<file path="src/rtl/fetch_stage.sv">
// fetch_stage: instruction-fetch FSM with one outstanding imem request and IF/ID pipeline register
module fetch_stage #(
  parameter int ADDR_W = 8,
  parameter int INSTR_W = 32,
  parameter logic [ADDR_W-1:0] RESET_PC = '0,
  parameter logic [INSTR_W-1:0] NOP_INSTR = 32'h00000013
) (
  input  logic               clk,
  input  logic               rst_n,
  input  logic [ADDR_W-1:0]  ex_addr_in,
  input  logic               ex_redirect,
  input  logic               id_stall,
  output logic               imem_req,
  output logic [ADDR_W-1:0]  imem_addr,
  input  logic               imem_ready,
  input  logic               imem_rvalid,
  input  logic [INSTR_W-1:0] imem_rdata,
  output logic [ADDR_W-1:0]  ifid_pc,
  output logic [INSTR_W-1:0] ifid_instr,
  output logic               ifid_valid
);
  typedef enum logic [1:0] {S_REQ, S_WAIT, S_HOLD} state_t;
  state_t state, state_nx;
  logic [ADDR_W-1:0] pc, pc_nx, ifid_pc_nx;
  logic [INSTR_W-1:0] skid, skid_nx, ifid_instr_nx;
  logic kill, kill_nx, ifid_valid_nx, live;
  // live keeps imem_req low until the first edge after reset release
  assign imem_req = live && state == S_REQ;
  assign imem_addr = pc;
  // next-state and IF/ID update; redirect overrides everything at the end
  always_comb begin
    state_nx = state;
    pc_nx = pc;
    kill_nx = kill;
    skid_nx = skid;
    ifid_pc_nx = ifid_pc;
    ifid_instr_nx = ifid_instr;
    ifid_valid_nx = id_stall ? ifid_valid : 1'b0;
    case (state)
      S_REQ: if (imem_req && imem_ready) state_nx = S_WAIT;
      S_WAIT: if (imem_rvalid) begin
        if (kill) begin
          kill_nx = 1'b0;
          state_nx = S_REQ;
        end else if (!id_stall) begin
          ifid_pc_nx = pc;
          ifid_instr_nx = imem_rdata;
          ifid_valid_nx = 1'b1;
          pc_nx = pc + ADDR_W'(4);
          state_nx = S_REQ;
        end else begin
          skid_nx = imem_rdata;
          state_nx = S_HOLD;
        end
      end
      S_HOLD: if (!id_stall) begin
        ifid_pc_nx = pc;
        ifid_instr_nx = skid;
        ifid_valid_nx = 1'b1;
        pc_nx = pc + ADDR_W'(4);
        state_nx = S_REQ;
      end
      default: state_nx = S_REQ;
    endcase
    if (ex_redirect) begin
      pc_nx = ex_addr_in;
      skid_nx = skid;
      ifid_pc_nx = ifid_pc;
      ifid_instr_nx = NOP_INSTR;
      ifid_valid_nx = 1'b0;
      kill_nx = state == S_REQ ? imem_req && imem_ready : state == S_WAIT ? !imem_rvalid : 1'b0;
      state_nx = state == S_REQ ? (imem_req && imem_ready ? S_WAIT : S_REQ) :
                 state == S_WAIT ? (imem_rvalid ? S_REQ : S_WAIT) : S_REQ;
    end
  end
  // state, PC, skid and IF/ID registers
  always_ff @(posedge clk or negedge rst_n) begin
    if (!rst_n) begin
      state <= S_REQ;
      live <= 1'b0;
      pc <= RESET_PC;
      kill <= 1'b0;
      skid <= NOP_INSTR;
      ifid_pc <= '0;
      ifid_instr <= NOP_INSTR;
      ifid_valid <= 1'b0;
    end else begin
      state <= state_nx;
      live <= 1'b1;
      pc <= pc_nx;
      kill <= kill_nx;
      skid <= skid_nx;
      ifid_pc <= ifid_pc_nx;
      ifid_instr <= ifid_instr_nx;
      ifid_valid <= ifid_valid_nx;
    end
  end
endmodule

</file>
<file path="config.mk">
export PLATFORM = sky130hd
export DESIGN_NAME = fetch_stage
export DESIGN_NICKNAME = d
export VERILOG_FILES = /design/src/rtl/fetch_stage.sv
export SDC_FILE = /design/constraint.sdc
export NUM_CORES = 1
export LEC_CHECK = 0
export CAP_MARGIN = 25
export CORE_MARGIN = 5
export CORE_UTILIZATION = 45
export DETAILED_ROUTE_END_ITERATION = 8
export GPL_ROUTABILITY_DRIVEN = 0
export PLACE_DENSITY = 0.85
export SLEW_MARGIN = 10
export SYNTH_ARGS = -nofsm -noshare
export SYNTH_HDL_FRONTEND = slang
export SYNTH_SLANG_ARGS = --single-unit
</file>
<file path="constraint.sdc">
create_clock -name clk -period 1.6 [get_ports clk]
set_input_delay 0.16 -clock clk [delete_from_list [all_inputs] [get_ports clk]]
set_output_delay 0.16 -clock clk [all_outputs]
set_load 0.02 [all_outputs]
</file>
==> impl_metrics.py <==
metrics = {
    "status": {
        "status": "finished with violations",
        "violations": "setup timing",
    },
    "worst_setup_path": {
        "critical_path.startpoint_type": "flop",
        "cp.required_ps": 1850,
        "cp_max_fo": 7,
        "slowest_stage": "dfrtp_1",
        "crit_buf_inv": 5,
        "r2r-start": "state[1]",
        "cpPeakStageDelay_ps": 410,
        "crit_top_cell": "buf_12",
        "critPathLaunch": "state[1]",
        "critPathKind": "reg -> reg",
        "path_delay_family": "buffers and inverters",
        "critPathArrivalTime_ps": 1920,
        "worst_setup_path_end_kind": "flop",
        "crit_chain": "buf_6 > ha_4 > nand2b_4 > a21oi_4 > buf_12 > buf_8 > buf_16 > buf_12 > a211oi_2",
    },
    "timing": {
        "setup_viol": 51,
        "slew_viol_final": 0,
        "layout_worst_path_cycle_share": 1.05,
        "hold-worst-slack_ps": 305,
        "rsz0062_at_grt": "true",
        "hold_viol_final": 0,
        "skew_ps": 8.31,
        "fmax_mhz": 598,
        "post-route-min-period_ps": 1670,
        "finalWorstSetupSlack_ps": -73.1,
        "final.setup.tns_ps": -1840,
    },
    "placed_design": {
        "hpwl_um": 6430,
        "portBuffers": 95,
        "pre_cts_slack_ps": -165,
        "placed_cells": 518,
        "place_area_sq_um": 5160,
    },
    "floorplan": {
        "die_h_um": 103,
        "dieWidth_um": 103,
        "start_util": 0.455,
        "ios": 96,
        "core_sq_um": 8550,
        "die-area_sq_um": 10600,
        "num_rows": 34,
    },
    "grt": {
        "grt_pass1_wl_um": 15200,
        "grt_pass1_vias": 3101,
        "grt_max_degree": 38,
        "use_met2": 0.323,
        "top_usage_layer": "met2",
        "gr-usage-met3": 0.0474,
        "antenna_found_initial": 0,
        "grt_usage": 0.185,
        "overflow": 0,
        "use_met1": 0.224,
    },
    "detailed_routing": {
        "firstDrtPassIters": 4,
        "drtIter0Drc": 86,
        "routed_via_density": 5.30,
        "drc": 0,
        "vias": 2920,
        "drt_wl_total_um": 10100,
        "routedWlPerCell_um": 18.2,
        "antenna_left": 0,
    },
    "clock_tree": {
        "cts.sinks": 85,
        "cts_tree": "yes",
        "clkLatencyLatePin_ps": 340,
        "path_clk_slew_ps": 80,
        "root_buffer": "clkbuf_8",
        "htree_levels": 3,
        "cts_inserted_buffers": 9,
        "clock_path_buffers": 2,
    },
    "synth": {
        "synthDistinctLibCells": 38,
        "yosysSeqAreaShare": 0.549,
        "ys_ff_latch": 85,
        "syn_nets": 361,
        "synthArstFlopShare": 1.00,
        "synth_area_per_cell_sq_um": 12.5,
        "synth_top_area_share": 0.508,
        "synth_edf_count": 0,
        "synth_area_sq_um": 3890,
        "yosys-top-cells-area": "dfrtp_1 (51%), mux2_2 (9.6%), mux2i_1 (8.5%)",
        "synthCells": 311,
        "yosysWarnings": 0,
        "yosysTopAreaCell": "dfrtp_1",
        "synth_ff_type": "dfrtp_1",
    },
    "cells_and_area": {
        "final_util": 0.686,
        "fin_cells": 551,
        "synthToLayoutAreaGrowth_pct": 50.9,
        "finalInstanceArea_sq_um": 5870,
        "final_net_count": 489,
        "diodes": 0,
        "drive_above_1_share": 0.314,
    },
    "min_path": {
        "hold_path_class": "in -> async",
    },
    "power_and_ir_drop": {
        "totalPowerFinal_mw": 8.57,
        "peakVddDrop_mv": 0.816,
        "p_leak_nw": 2.49,
        "powerDensity_nw_per_um2": 1460,
    },
    "job": {
        "cap_viol_max_count": 0,
    },
}
timing repair:
item / in CTS / in global routing
cloned: 3 / 4
setup endpoints to repair: 81 / 80
hold endpoints to repair: 28 / 0
hold buffers: 1 / 0
pin swaps: 4 / 3
resized for setup: 36 / 31
buffers inserted: 4 / 7
registers in the layout, summed over array words and instances, names as in the netlist:
signal      cells
live            1
skid           32
ifid_instr     32
imem_addr       8
ifid_valid      1
ifid_pc         8
kill            1
state           2
layout make-up:
| cell class | instances | area, sq um |
|---|---|---|
| fillers | 620 | 2680 |
| multi-input cells | 201 | 1840 |
| well taps | 108 | 135 |
| inverters | 4 | 15.0 |
| clock inverters | 4 | 72.6 |
| clock buffers | 11 | 141 |
| repair buffers | 138 | 1530 |
| flip-flops and latches | 85 | 2130 |
cell usage after synthesis (2+ instances only):
library cell and instances:
dfstp_2 6, a211oi_1 32, nor2b_1 3, xnor2_1 4, mux2_4 8, nand3_1 3
a211o_1 4, o21ai_0 8, mux2_1 2, clkbuf_1 3, nor2_1 33, mux2i_1 33
inv_1 4, buf_4 3, ha_1 4, buf_2 13, nand2b_1 3, a21oi_1 6
mux2_2 33, nand2_1 10, dfrtp_1 79
path summary, 6_finish.rpt:
path,endpoint,slack (ps),cells past startpoint
max,ifid_instr[22],-70,9
min,ifid_pc[5],300,2
max reg2reg,ifid_instr[22],-70,9
min reg2reg,skid[3],510,1
max in group asynchronous,skid[4],700,3
min in group clk,ifid_instr[9],350,3
routing by layer:
layer  up-vias  wire length (um)
met2        80              5260
met5         -                 0
met4         0                89
li1       1365                 -
met3        10               563
met1      1465              4140
power breakdown:
group / switching (mW) / internal [mW]
logic: 1.51 / 2.05
registers: 0.453 / 2.90
clock network: 0.748 / 0.912
layout by cell type (no fill, tap or decap), drive strengths merged, types with 2 or more instances in the layout:
cell type / Yosys / routed
a211o: 4 / 4
a211oi: 32 / 32
a21oi: 7 / 7
buf: 18 / 41
bufinv: 0 / 2
clkbuf: 3 / 14
clkdlybuf4s50: 0 / 83
dfrtp: 79 / 79
dfstp: 6 / 6
dlygate4sd2: 0 / 7
dlymetal6s2s: 0 / 2
ha: 4 / 4
inv: 4 / 4
mux2: 43 / 43
mux2i: 33 / 33
nand2: 11 / 11
nand2b: 4 / 4
nand3: 3 / 3
nand3b: 2 / 2
nor2: 34 / 34
nor2b: 3 / 3
o21ai: 8 / 8
xnor2: 4 / 4
kinds of logic after synthesis:
logic type / after synthesis / share of synthesized area
other: 1 / 0.000964
buffers and inverters: 25 / 0.0331
AND/OR/NAND/NOR: 61 / 0.0772
flip-flops: 85 / 0.549
multiplexers: 76 / 0.217
AO/OA/AOI/OAI: 55 / 0.101
adder cells (fa/ha/maj): 4 / 0.0129
XOR/XNOR: 4 / 0.00901
No activity file was read; power rests on OpenSTA's default activity.
